--- src/rtl/axi_master_pkg.sv ---
// Shared AXI read-master types: FSM state encoding, response/burst codes, size helper.
// Latency: n/a (declarations only).
// Backpressure: n/a.
package axi_master_pkg;

    typedef enum logic [1:0] {
        IDLE = 2'd0,
        ADDR = 2'd1,
        DATA = 2'd2,
        DONE = 2'd3
    } state_t;

    localparam logic [1:0] RESP_OKAY  = 2'b00;
    localparam logic [1:0] BURST_INCR = 2'b01;

    // ARSIZE encoding: log2 of the number of bytes in one beat.
    function automatic logic [2:0] axi_size(input int data_w);
        return 3'($clog2(data_w / 8));
    endfunction

endpackage

--- src/rtl/master_read_burst_if.sv ---
// AXI4 read-address and read-data channels between the burst master and the interconnect.
// Latency: n/a (wiring only).
// Backpressure: ARVALID/ARREADY and RVALID/RREADY handshakes carried unchanged.
interface master_read_burst_if #(
    parameter int ID_W   = 4,
    parameter int ADDR_W = 32,
    parameter int DATA_W = 32,
    parameter int LEN_W  = 4
);
    logic [ID_W-1:0]   ARID_M;
    logic [ADDR_W-1:0] ARADDR_M;
    logic [LEN_W-1:0]  ARLEN_M;
    logic [2:0]        ARSIZE_M;
    logic [1:0]        ARBURST_M;
    logic              ARVALID_M;
    logic              ARREADY_M;

    logic [ID_W-1:0]   RID_M;
    logic [DATA_W-1:0] RDATA_M;
    logic [1:0]        RRESP_M;
    logic              RLAST_M;
    logic              RVALID_M;
    logic              RREADY_M;

    modport master (
        output ARID_M, ARADDR_M, ARLEN_M, ARSIZE_M, ARBURST_M, ARVALID_M, RREADY_M,
        input  ARREADY_M, RID_M, RDATA_M, RRESP_M, RLAST_M, RVALID_M
    );

    modport slave (
        input  ARID_M, ARADDR_M, ARLEN_M, ARSIZE_M, ARBURST_M, ARVALID_M, RREADY_M,
        output ARREADY_M, RID_M, RDATA_M, RRESP_M, RLAST_M, RVALID_M
    );
endinterface

--- src/rtl/beat_buffer.sv ---
// DEPTH x DATA_W register file holding returned read beats, flattened onto one read port.
// Latency: write visible on rd_dat the cycle after wr_en; clear takes priority over write.
// Backpressure: none, accepts a write every cycle.
module beat_buffer #(
    parameter int DEPTH  = 4,
    parameter int DATA_W = 32,
    parameter int IDX_W  = 2
) (
    input  logic                    clk,
    input  logic                    rst,
    input  logic                    clr,
    input  logic                    wr_en,
    input  logic [IDX_W-1:0]        wr_idx,
    input  logic [DATA_W-1:0]       wr_dat,
    output logic [DEPTH*DATA_W-1:0] rd_dat
);

    logic [DEPTH-1:0][DATA_W-1:0] mem_q;

    // Slot storage: zeroed on reset or clear, otherwise one indexed slot written per beat.
    always_ff @(posedge clk or negedge rst) begin
        if (!rst) begin
            mem_q <= '0;
        end else if (clr) begin
            mem_q <= '0;
        end else if (wr_en) begin
            for (int i = 0; i < DEPTH; i++) begin
                if (wr_idx == IDX_W'(i)) begin
                    mem_q[i] <= wr_dat;
                end
            end
        end
    end

    assign rd_dat = mem_q;

endmodule

--- src/rtl/master_read_burst.sv ---
// AXI4 INCR read-burst master: one CPU request of 1..MAX_BEATS words, beats collected into a buffer.
// Latency: request -> ADDR (>=1) -> DATA (>=len+1) -> DONE; read_valid no earlier than len+3 cycles.
// Backpressure: CPU stalled via read_pause_cpu until DONE; DONE held while read_hold is high.
module master_read_burst
    import axi_master_pkg::*;
#(
    parameter int              ID_W       = 4,
    parameter logic [ID_W-1:0] MASTER_ID  = 4'b0001,
    parameter logic [ID_W-1:0] DEFAULT_ID = 4'b0010,
    parameter int              ADDR_W     = 32,
    parameter int              DATA_W     = 32,
    parameter int              MAX_BEATS  = 4,
    parameter int              LEN_W      = 4
) (
    input  logic                        clk,
    input  logic                        rst,
    input  logic                        cpu_read_signal,
    input  logic [ADDR_W-1:0]           address,
    input  logic [LEN_W-1:0]            req_len,
    input  logic                        read_hold,
    output logic [MAX_BEATS*DATA_W-1:0] read_data,
    output logic                        read_valid,
    output logic                        read_err,
    output logic                        read_pause_cpu,
    master_read_burst_if.master         axi
);

    localparam int IDX_W = (MAX_BEATS > 1) ? $clog2(MAX_BEATS) : 1;
    localparam int CNT_W = LEN_W + 1;
    localparam logic [CNT_W-1:0] MAX_CNT = CNT_W'(MAX_BEATS);

    state_t             state_q, state_d;
    logic [ADDR_W-1:0]  addr_q;
    logic [LEN_W-1:0]   len_q;
    logic [CNT_W-1:0]   cnt_q;
    logic               err_q;

    logic [LEN_W-1:0]   len_clamp;
    logic               take_req;
    logic               r_hs;
    logic               beat_fits;
    logic               beat_bad;
    logic               short_burst;

    // Requests longer than the buffer are shortened to fill it exactly.
    assign len_clamp   = ({1'b0, req_len} >= MAX_CNT) ? LEN_W'(MAX_BEATS - 1) : req_len;
    assign take_req    = (state_q == IDLE) && cpu_read_signal;
    assign r_hs        = (state_q == DATA) && axi.RVALID_M;
    // Beats past len+1 have no slot; they are dropped and flagged.
    assign beat_fits   = (cnt_q <= {1'b0, len_q});
    assign beat_bad    = (axi.RRESP_M != RESP_OKAY) || (axi.RID_M != MASTER_ID);
    // RLAST before the last expected beat: cnt_q is the index of the beat being accepted.
    assign short_burst = axi.RLAST_M && (cnt_q < {1'b0, len_q});

    // State register.
    always_ff @(posedge clk or negedge rst) begin
        if (!rst) begin
            state_q <= IDLE;
        end else begin
            state_q <= state_d;
        end
    end

    // Next-state and channel/CPU outputs decoded from the current state.
    always_comb begin
        state_d        = state_q;
        axi.ARVALID_M  = 1'b0;
        axi.RREADY_M   = 1'b0;
        axi.ARID_M     = DEFAULT_ID;
        read_valid     = 1'b0;
        read_pause_cpu = 1'b0;
        unique case (state_q)
            IDLE: begin
                if (cpu_read_signal) begin
                    read_pause_cpu = 1'b1;
                    state_d        = ADDR;
                end
            end
            ADDR: begin
                axi.ARVALID_M  = 1'b1;
                axi.ARID_M     = MASTER_ID;
                read_pause_cpu = 1'b1;
                if (axi.ARREADY_M) begin
                    state_d = DATA;
                end
            end
            DATA: begin
                axi.RREADY_M   = 1'b1;
                axi.ARID_M     = MASTER_ID;
                read_pause_cpu = 1'b1;
                if (axi.RVALID_M && axi.RLAST_M) begin
                    state_d = DONE;
                end
            end
            DONE: begin
                read_valid = 1'b1;
                if (!read_hold) begin
                    state_d = IDLE;
                end
            end
            default: state_d = IDLE;
        endcase
    end

    // Request latch, beat counter and sticky error flag.
    always_ff @(posedge clk or negedge rst) begin
        if (!rst) begin
            addr_q <= '0;
            len_q  <= '0;
            cnt_q  <= '0;
            err_q  <= 1'b0;
        end else if (take_req) begin
            addr_q <= address;
            len_q  <= len_clamp;
            cnt_q  <= '0;
            err_q  <= 1'b0;
        end else if (r_hs) begin
            if (beat_fits) begin
                cnt_q <= cnt_q + 1'b1;
            end
            if (!beat_fits || beat_bad || short_burst) begin
                err_q <= 1'b1;
            end
        end
    end

    assign axi.ARADDR_M  = addr_q;
    assign axi.ARLEN_M   = len_q;
    assign axi.ARSIZE_M  = axi_size(DATA_W);
    assign axi.ARBURST_M = BURST_INCR;
    assign read_err      = err_q;

    beat_buffer #(
        .DEPTH  (MAX_BEATS),
        .DATA_W (DATA_W),
        .IDX_W  (IDX_W)
    ) u_buf (
        .clk    (clk),
        .rst    (rst),
        .clr    (take_req),
        .wr_en  (r_hs && beat_fits),
        .wr_idx (cnt_q[IDX_W-1:0]),
        .wr_dat (axi.RDATA_M),
        .rd_dat (read_data)
    );

endmodule

--- src/flat_wrapper.sv ---
// flat-port wrapper written by rule: the top's interface ports become plain ports
module master_read_burst_flat import axi_master_pkg::*;
#(
    parameter int              ID_W       = 4,
    parameter logic [ID_W-1:0] MASTER_ID  = 4'b0001,
    parameter logic [ID_W-1:0] DEFAULT_ID = 4'b0010,
    parameter int              ADDR_W     = 32,
    parameter int              DATA_W     = 32,
    parameter int              MAX_BEATS  = 4,
    parameter int              LEN_W      = 4
)
  (clk, rst, cpu_read_signal, address, req_len, read_hold, read_data, read_valid, read_err, read_pause_cpu, axi_ARID_M, axi_ARADDR_M, axi_ARLEN_M, axi_ARSIZE_M, axi_ARBURST_M, axi_ARVALID_M, axi_RREADY_M, axi_ARREADY_M, axi_RID_M, axi_RDATA_M, axi_RRESP_M, axi_RLAST_M, axi_RVALID_M);
  master_read_burst_if #(.ID_W(ID_W), .ADDR_W(ADDR_W), .DATA_W(DATA_W), .LEN_W(LEN_W)) axi_i ();
  input  logic clk;
  input  logic rst;
  input  logic cpu_read_signal;
  input  logic [ADDR_W-1:0] address;
  input  logic [LEN_W-1:0] req_len;
  input  logic read_hold;
  output logic [MAX_BEATS*DATA_W-1:0] read_data;
  output logic read_valid;
  output logic read_err;
  output logic read_pause_cpu;
  output wire logic [$bits(axi_i.ARID_M)-1:0] axi_ARID_M;
  output wire logic [$bits(axi_i.ARADDR_M)-1:0] axi_ARADDR_M;
  output wire logic [$bits(axi_i.ARLEN_M)-1:0] axi_ARLEN_M;
  output wire logic [$bits(axi_i.ARSIZE_M)-1:0] axi_ARSIZE_M;
  output wire logic [$bits(axi_i.ARBURST_M)-1:0] axi_ARBURST_M;
  output wire logic [$bits(axi_i.ARVALID_M)-1:0] axi_ARVALID_M;
  output wire logic [$bits(axi_i.RREADY_M)-1:0] axi_RREADY_M;
  input wire logic [$bits(axi_i.ARREADY_M)-1:0] axi_ARREADY_M;
  input wire logic [$bits(axi_i.RID_M)-1:0] axi_RID_M;
  input wire logic [$bits(axi_i.RDATA_M)-1:0] axi_RDATA_M;
  input wire logic [$bits(axi_i.RRESP_M)-1:0] axi_RRESP_M;
  input wire logic [$bits(axi_i.RLAST_M)-1:0] axi_RLAST_M;
  input wire logic [$bits(axi_i.RVALID_M)-1:0] axi_RVALID_M;
  assign axi_ARID_M = axi_i.ARID_M;
  assign axi_ARADDR_M = axi_i.ARADDR_M;
  assign axi_ARLEN_M = axi_i.ARLEN_M;
  assign axi_ARSIZE_M = axi_i.ARSIZE_M;
  assign axi_ARBURST_M = axi_i.ARBURST_M;
  assign axi_ARVALID_M = axi_i.ARVALID_M;
  assign axi_RREADY_M = axi_i.RREADY_M;
  assign axi_i.ARREADY_M = axi_ARREADY_M;
  assign axi_i.RID_M = axi_RID_M;
  assign axi_i.RDATA_M = axi_RDATA_M;
  assign axi_i.RRESP_M = axi_RRESP_M;
  assign axi_i.RLAST_M = axi_RLAST_M;
  assign axi_i.RVALID_M = axi_RVALID_M;
  master_read_burst #(.ID_W(ID_W), .MASTER_ID(MASTER_ID), .DEFAULT_ID(DEFAULT_ID), .ADDR_W(ADDR_W), .DATA_W(DATA_W), .MAX_BEATS(MAX_BEATS), .LEN_W(LEN_W)) u_core (.clk(clk), .rst(rst), .cpu_read_signal(cpu_read_signal), .address(address), .req_len(req_len), .read_hold(read_hold), .read_data(read_data), .read_valid(read_valid), .read_err(read_err), .read_pause_cpu(read_pause_cpu), .axi(axi_i));
endmodule
--- config.mk ---
export PLATFORM = sky130hd
export DESIGN_NAME = master_read_burst_flat
export DESIGN_NICKNAME = d
export VERILOG_FILES = /design/src/rtl/axi_master_pkg.sv /design/src/rtl/master_read_burst_if.sv /design/src/rtl/beat_buffer.sv /design/src/rtl/master_read_burst.sv /design/src/flat_wrapper.sv
export SDC_FILE = /design/constraint.sdc
export NUM_CORES = 1
export LEC_CHECK = 0
export BUFFER_PORTS_ARGS = -buffer_cell sky130_fd_sc_hd__clkbuf_2
export CORE_UTILIZATION = 40
export CTS_CLUSTER_SIZE = 25
export DETAILED_ROUTE_END_ITERATION = 6
export PLACE_DENSITY = 0.67
export SYNTH_ARGS = -nofsm -noshare
export SYNTH_HDL_FRONTEND = slang
export SYNTH_SLANG_ARGS = --single-unit
--- constraint.sdc ---
create_clock -name clk -period 5.35 [get_ports clk]
set_input_delay 0 -clock clk [delete_from_list [all_inputs] [get_ports clk]]
set_output_delay 0 -clock clk [all_outputs]
set_load 0.05 [all_outputs]
==> metrics.md, run 1 <==
| Metric | Value |
|---|---|
| Register area share after synthesis | 0.576 |
| Post-synthesis cell count | 685 |
| Cell chain of the critical path | inv_1, ha_1, nand2_4, buf_4, o21ai_0, a41oi_1, dlygate4sd3_1 |
| CTS H-tree depth | 4 |
| DRT Wirelength | 19.1 mm |
| Max-Slew Margin vs Limit | 0.291 |
| Max-cap violations | 0 |
| Design area | 10100 um^2 |
| Pin count of the biggest net entering global routing | 99 |
| Wirelength per Cell | 15.4 um |
| Setup TNS | 0 ns |
| Num ports | 259 |
| Detailed Place HPWL | 12.2 mm |
| Worst hold-check path type | input pin to register |
| DRC viols | 19 |
| Share of cells above drive strength 1 | 0.295 |
| Worst-Margin Slew | 1.06 ns |
| Vias per cell | 4.83 |
| Num CTS Buffers | 17 |
| CTS Sinks | 172 |
| Final Cycle Share | 0.547 |
| Final ANT Viol Nets | 0 |
| RSZ-0062 raised after global routing | false |
| Worst hold margin | 0.0486 ns |
| Grt ovf | 0 |
| Peak VDD IR | 0.487 mV |
| Post-route minimum period | 2.93 ns |
| Outcome | finished, violations left |
| Power Density | 685 nW/um^2 |
| Synth warn | 0 |
| Finish-stage setup viols | 0 |
| Fillers | 1566 |
| Synth Register Bits | 172 |
| FMAX | 342 MHz |
| Violated checks | DRC |
| Worst Skew | 0.0126 ns |
| 1st-iter DRT viols | 280 |
| Antenna cells | 0 |
| Leakage | 5.86 nW |
| Nets | 1088 |
| Syn_area_per_cell | 10.9 um^2 |
| Synthesized area | 7470 um^2 |
| IO Port Bufs | 251 |
| Clock latency on the worst-skew pair | 0.42 ns |
| Floorplan core area | 18100 um^2 |
| Initial antenna violation count | 0 |
| Placement Rows | 49 |
| Starting Density | 0.412 |
| Worst Setup Path Type | register to register |
| Max stage delay cell, worst path | buf_4 |
| Die footprint | 19200 um^2 |
| CTS tree | yes |
| Routed via count | 5972 |
| Area growth syn-to-layout | 35.3% |
| Die Ht | 139 um |
| Area of the multi-input gates | 2830 um^2 |
| Final Hold Fails | 0 |
| Register area | 4300 um^2 |
| Crit path required time | 5.70 ns |
| Die W | 139 um |
| Cells after DPL | 1130 |
| Global-route wire length before repair | 31.5 mm |
| CTS Root Cell | clkbuf_16 |
| CP Launch Type | register |
| Critical path fanouts, max | 98 |
| Slew Limit Fails | 0 |
| DP Area | 8790 um^2 |
| First-pass DRT Iterations | 7 |
| Crit. End Element | register |
| Synth unique cells | 33 |
| Total GRT Usage | 0.206 |
| Vias in the first global route | 5919 |
| Worst path arrival time | 3.28 ns |
| Reg clk slew, reported paths | 0.06 ns |
| Clock tree buffer depth | 2 |
| GP Congestion | 0.771 |
| Fin cells | 1236 |
| Worst path max stage delay | 0.77 ns |
[cells by family after synthesis]
group | synth area share
simple gates | 0.149
flops | 0.576
mux | 0.177
buf+inv | 0.0482
compound gates | 0.0268
fa+ha+maj | 0.0218
other cells | 0.00101
[state kept, by name, indices dropped and copies added (netlist names)]
register / flops
u_core.axi.ARADDR_M: 32
u_core.axi.ARLEN_M: 4
u_core.cnt_q: 5
u_core.read_err: 1
u_core.u_buf.rd_dat: 128
u_core.state_q: 2
[worst max-delay path, delay by kind of cell (launching register included)]
| family | cells | cell delay, ns |
|---|---|---|
| flip-flops | 1 | 0.40 |
| AND/OR/NAND/NOR | 1 | 0.23 |
| adder cells (fa/ha/maj) | 1 | 0.26 |
| buffers and inverters | 3 | 1.44 |
| AO/OA/AOI/OAI | 2 | 0.45 |
[power breakdown]
part           internal, mW  switching (mW)  total [mW]
registers              1.79           0.272        2.06
logic                 0.856            2.82        3.67
clock network         0.672           0.516        1.19
[repair_timing]
action,CTS,global route
gates resized for setup,0,0
hold buffers,74,0
endpoints found under the hold margin,207,0
setup buffers,0,0
[routing by layer]
metal / track usage / routed length [um] / vias to the layer above
li1: - / - / 2834
met1: 0.283 / 8850 / 2900
met2: 0.322 / 8680 / 213
met3: 0.0487 / 1200 / 25
met4: 0.0713 / 362 / 0
met5: 0 / 0 / -
[cell usage after synthesis]
| library cell | n | area [um^2] |
|---|---|---|
| a211oi_1 | 1 | 7.51 |
| a21oi_1 | 6 | 30.0 |
| a22o_2 | 1 | 10.0 |
| a41oi_1 | 1 | 8.76 |
| and2_1 | 2 | 12.5 |
| and3_1 | 1 | 6.26 |
| and3_4 | 1 | 11.3 |
| and3b_1 | 1 | 8.76 |
| buf_1 | 1 | 3.75 |
| buf_12 | 3 | 60.1 |
| buf_4 | 17 | 128 |
| buf_6 | 3 | 33.8 |
| clkbuf_1 | 25 | 93.8 |
| conb_1 | 2 | 7.51 |
| dfrtp_1 | 172 | 4300 |
| ha_1 | 13 | 163 |
| inv_1 | 11 | 41.3 |
| mux2i_1 | 132 | 1320 |
| nand2_1 | 264 | 991 |
| nand2b_1 | 2 | 12.5 |
| nand3_1 | 3 | 15.0 |
| nand3b_1 | 1 | 7.51 |
| nand4b_1 | 2 | 17.5 |
| nor2_1 | 4 | 15.0 |
| nor3_1 | 1 | 5.00 |
| nor4_1 | 2 | 12.5 |
| o2111ai_1 | 1 | 8.76 |
| o211a_1 | 2 | 20.0 |
| o211ai_1 | 3 | 22.5 |
| o211ai_4 | 3 | 63.8 |
| o21ai_0 | 2 | 10.0 |
| o221ai_1 | 1 | 8.76 |
| o32a_1 | 1 | 10.0 |
[layout make-up]
class                   instances  share of cell area
clock buffers                  25              0.0510
clock inverters                 7             0.00557
inverters                      11             0.00409
multi-input cells             458               0.280
flip-flops and latches        172               0.426
well taps                     229              0.0283
repair buffers                334               0.205
[through the flow]
stage / worst slack (ns) / power, mW / util
floorplan: 3.08 / 4.90 / -
global placement: 2.61 / 5.66 / 0.485
detailed placement: 2.51 / 5.71 / 0.485
CTS: 2.45 / 6.96 / 0.557
global route: 2.19 / 7.28 / 0.557
finish: 2.42 / 6.92 / 0.557
[placed cells by master, fill, tap and decap left out, drive strengths merged, types with 2 or more instances in the layout]
cell / count
a21oi: 6
and2: 2
and3: 2
buf: 10
clkbuf: 275
clkinv: 3
clkinvlp: 4
conb: 7
dfrtp: 172
dlygate4sd3: 74
ha: 13
inv: 11
mux2i: 132
nand2: 264
nand2b: 2
nand3: 3
nand4b: 2
nor2: 4
nor4: 2
o211a: 2
o211ai: 6
o21ai: 2
[worst paths after layout]
check,start,end,slack [ns],depth (start not counted)
worst max register to register,u_core.state_q[0]$_DFFE_PN0P_,u_core.read_err$_DFFE_PN0P_,2.42,7
max in group asynchronous,rst,u_core.u_buf.rd_dat[38]$_DFFE_PN0P_,4.05,3
worst max-delay path,u_core.state_q[0]$_DFFE_PN0P_,u_core.read_err$_DFFE_PN0P_,2.42,7
worst min-delay path,axi_RVALID_M,u_core.cnt_q[3]$_DFFE_PN0P_,0.05,4
min in group asynchronous,rst,u_core.u_buf.rd_dat[58]$_DFFE_PN0P_,0.08,2
worst min register to register,u_core.axi.ARADDR_M[1]$_DFFE_PN0P_,u_core.axi.ARADDR_M[1]$_DFFE_PN0P_,0.48,2
No activity file was read; power rests on OpenSTA's default activity.
==> run 2: changes to the inputs <==
==> constraint.sdc (replaced) <==
create_clock -name clk -period 3.05 [get_ports clk]
set_input_delay 0 -clock clk [delete_from_list [all_inputs] [get_ports clk]]
set_output_delay 0 -clock clk [all_outputs]
set_load 0.05 [all_outputs]
==> run 2 against run 1 <==
  * The flow still finishes with violations (DRC)
  * Fmax grew 12%
  * Combinational power grew 77%
  * Routed wire length shrank 1.9%
  * Total power grew 75%
  * Cell area grew 0.71%
  * Critical path depth is the same
  * Sequential power grew 75%
  * Clock power grew 72%
  * Cell count grew 0.16%
  * Clock skew shrank 0.0032 ns
  * Critical path type unchanged
==> metrics.md, run 2 (synthesis gave the netlist of run 1 again) <==
| Metric | Value |
|---|---|
| Peak VDD IR | 1.23 mV |
| Share of cells above drive strength 1 | 0.297 |
| RSZ-0062 raised after global routing | false |
| DR top layer | met4 |
| CTS H-tree depth | 4 |
| DRT Wirelength | 18.7 mm |
| Total GRT Usage | 0.201 |
| Routed via count | 5895 |
| Hold path depth | 3 |
| Max stage delay cell, worst path | dlygate4sd3_1 |
| Hold Startpoint | axi_ARREADY_M |
| Pre-CTS setup slack | 0.659 ns |
| FMAX | 384 MHz |
| Final ANT Viol Nets | 0 |
| Initial antenna violation count | 0 |
| Num CTS Buffers | 17 |
| DRC viols | 18 |
| CTS resizes | 0 |
| Met3 Wirelength | 978 um |
| Finish-stage setup viols | 0 |
| Most common cell after layout, fill and taps aside | nand2_1 |
| Max-cap violations | 0 |
| Critical path fanouts, max | 177 |
| Clock tree buffer depth | 2 |
| Starting Density | 0.412 |
| Num ports | 259 |
| Die footprint | 19200 um^2 |
| Power Density | 1190 nW/um^2 |
| Postcts setup bufs | 0 |
| Worst path max stage delay | 0.56 ns |
| Most frequent cells in the layout | nand2_1 (263), clkbuf_2 (250), dfrtp_1 (172) |
| Setup TNS | 0 ns |
| Global-route wire length before repair | 30.8 mm |
| Worst Setup Path Type | register to register |
| Crit path required time | 3.40 ns |
| Reg clk slew, reported paths | 0.07 ns |
| CTS tree | yes |
| Worst Skew | 0.00939 ns |
| Vias per cell | 4.76 |
| FF-to-FF Start | u_core.state_q[0]$_DFFE_PN0P_ |
| CTS Root Cell | clkbuf_16 |
| Hold path endpoint | u_core.state_q[0]$_DFFE_PN0P_ |
| Worst R2R Path Depth | 7 |
| Antenna cells | 0 |
| Vias in the first global route | 6001 |
| Nets | 1090 |
| 1st-iter DRT viols | 250 |
| Violated checks | DRC |
| Detailed Place HPWL | 11.8 mm |
| Worst hold-check path type | input pin to register |
| Final Cycle Share | 0.854 |
| GP Congestion | 0.794 |
| Leakage | 5.90 nW |
| Placement Rows | 49 |
| CTS Hold Bufs | 74 |
| Outcome | finished, violations left |
| Pin count of the biggest net entering global routing | 178 |
| WL met2 | 8.92 mm |
| IO Port Bufs | 251 |
| CP Launch Type | register |
| Die Ht | 139 um |
| Crit. End Element | register |
| Final Hold Fails | 0 |
| Setup ws final | 0.447 ns |
| Floorplan core area | 18100 um^2 |
| FF-to-FF setup slack | 0.45 ns |
| Slew Limit Fails | 0 |
| CTS Sinks | 172 |
| Grt ovf | 0 |
| M1 WL | 8.48 mm |
| Cell chain of the critical path | inv_1, ha_1, nand2_4, buf_12, o21ai_0, a41oi_1, dlygate4sd3_1 |
| First-pass DRT Iterations | 7 |
| Clock latency on the worst-skew pair | 0.41 ns |
| Die W | 139 um |
| Post-route minimum period | 2.60 ns |
| Worst path arrival time | 2.95 ns |
| Wirelength per Cell | 15.1 um |
| Max FFs per register | 128 |
| Power, Total | 12.1 mW |
| Worst-Margin Slew | 0.889 ns |
| Area growth syn-to-layout | 36.2% |
| Reg-to-reg endpoint | u_core.read_err$_DFFE_PN0P_ |
| Max-Slew Margin vs Limit | 0.407 |
[run 2: cell count changes in the layout (fill, tap and decap cells not counted), sizes merged]
| cell | before | now |
|---|---|---|
| clkbuf | 275 | 272 |
| clkinv | 3 | 6 |
| clkinvlp | 4 | 1 |
| inv | 11 | 14 |
| buf | 10 | 12 |
[run 2: final cells by class]
cell class              instances  area, um^2
clock inverters                10        81.3
fillers                      1559        7970
inverters                      11        41.3
well taps                     229         287
flip-flops and latches        172        4300
clock buffers                  22         484
multi-input cells             458        2830
repair buffers                336        2150
[run 2: through the flow]
step | std cells | instance area (um^2) | hold WS (ns) | utilization
6_report | 1238 | 10200 | 0.0341 | 0.561
5_1_grt | 1238 | 10200 | 0.0482 | 0.561
4_1_cts | 1238 | 10200 | 0.0114 | 0.561
3_5_place_dp | 1132 | 8870 | 0.0913 | 0.489
3_3_place_gp | 1132 | 8870 | 0.0919 | 0.489
2_1_floorplan | 690 | 7490 | -0.296 | -
[run 2: worst max-delay path, delay by kind of cell (launching register included)]
family / cells / cell delay, ns
AOI/OAI and AO/OA: 2 / 0.44
DFF: 1 / 0.40
adders and majority gates: 1 / 0.26
buffers and inverters: 3 / 1.06
and+or+nand+nor: 1 / 0.09
[run 2: metal layers]
layer	up-vias	track usage
met4	0	0.0684
met5	-	0
met3	26	0.0452
li1	2842	-
met1	2839	0.266
met2	188	0.325
[run 2: how the worst max path moves through the flow]
stage / start / end / slack (ns) / depth (start not counted)
floorplan: u_core.axi.ARLEN_M[3]$_DFFE_PN0P_ / u_core.u_buf.rd_dat[100]$_DFFE_PN0P_ / 0.78 / 9
global placement: u_core.cnt_q[2]$_DFFE_PN0P_ / u_core.u_buf.rd_dat[119]$_DFFE_PN0P_ / 0.73 / 6
detailed placement: u_core.cnt_q[2]$_DFFE_PN0P_ / u_core.u_buf.rd_dat[125]$_DFFE_PN0P_ / 0.66 / 6
CTS: u_core.state_q[0]$_DFFE_PN0P_ / u_core.read_err$_DFFE_PN0P_ / 0.60 / 7
global route: u_core.state_q[0]$_DFFE_PN0P_ / u_core.read_err$_DFFE_PN0P_ / 0.36 / 7
finish: u_core.state_q[0]$_DFFE_PN0P_ / u_core.read_err$_DFFE_PN0P_ / 0.45 / 7
[run 2: power breakdown]
group	internal [mW]	switching (mW)	total (mW)
clock network	1.14	0.910	2.05
logic	1.54	4.94	6.48
registers	3.13	0.475	3.61
total	5.82	6.32	12.1
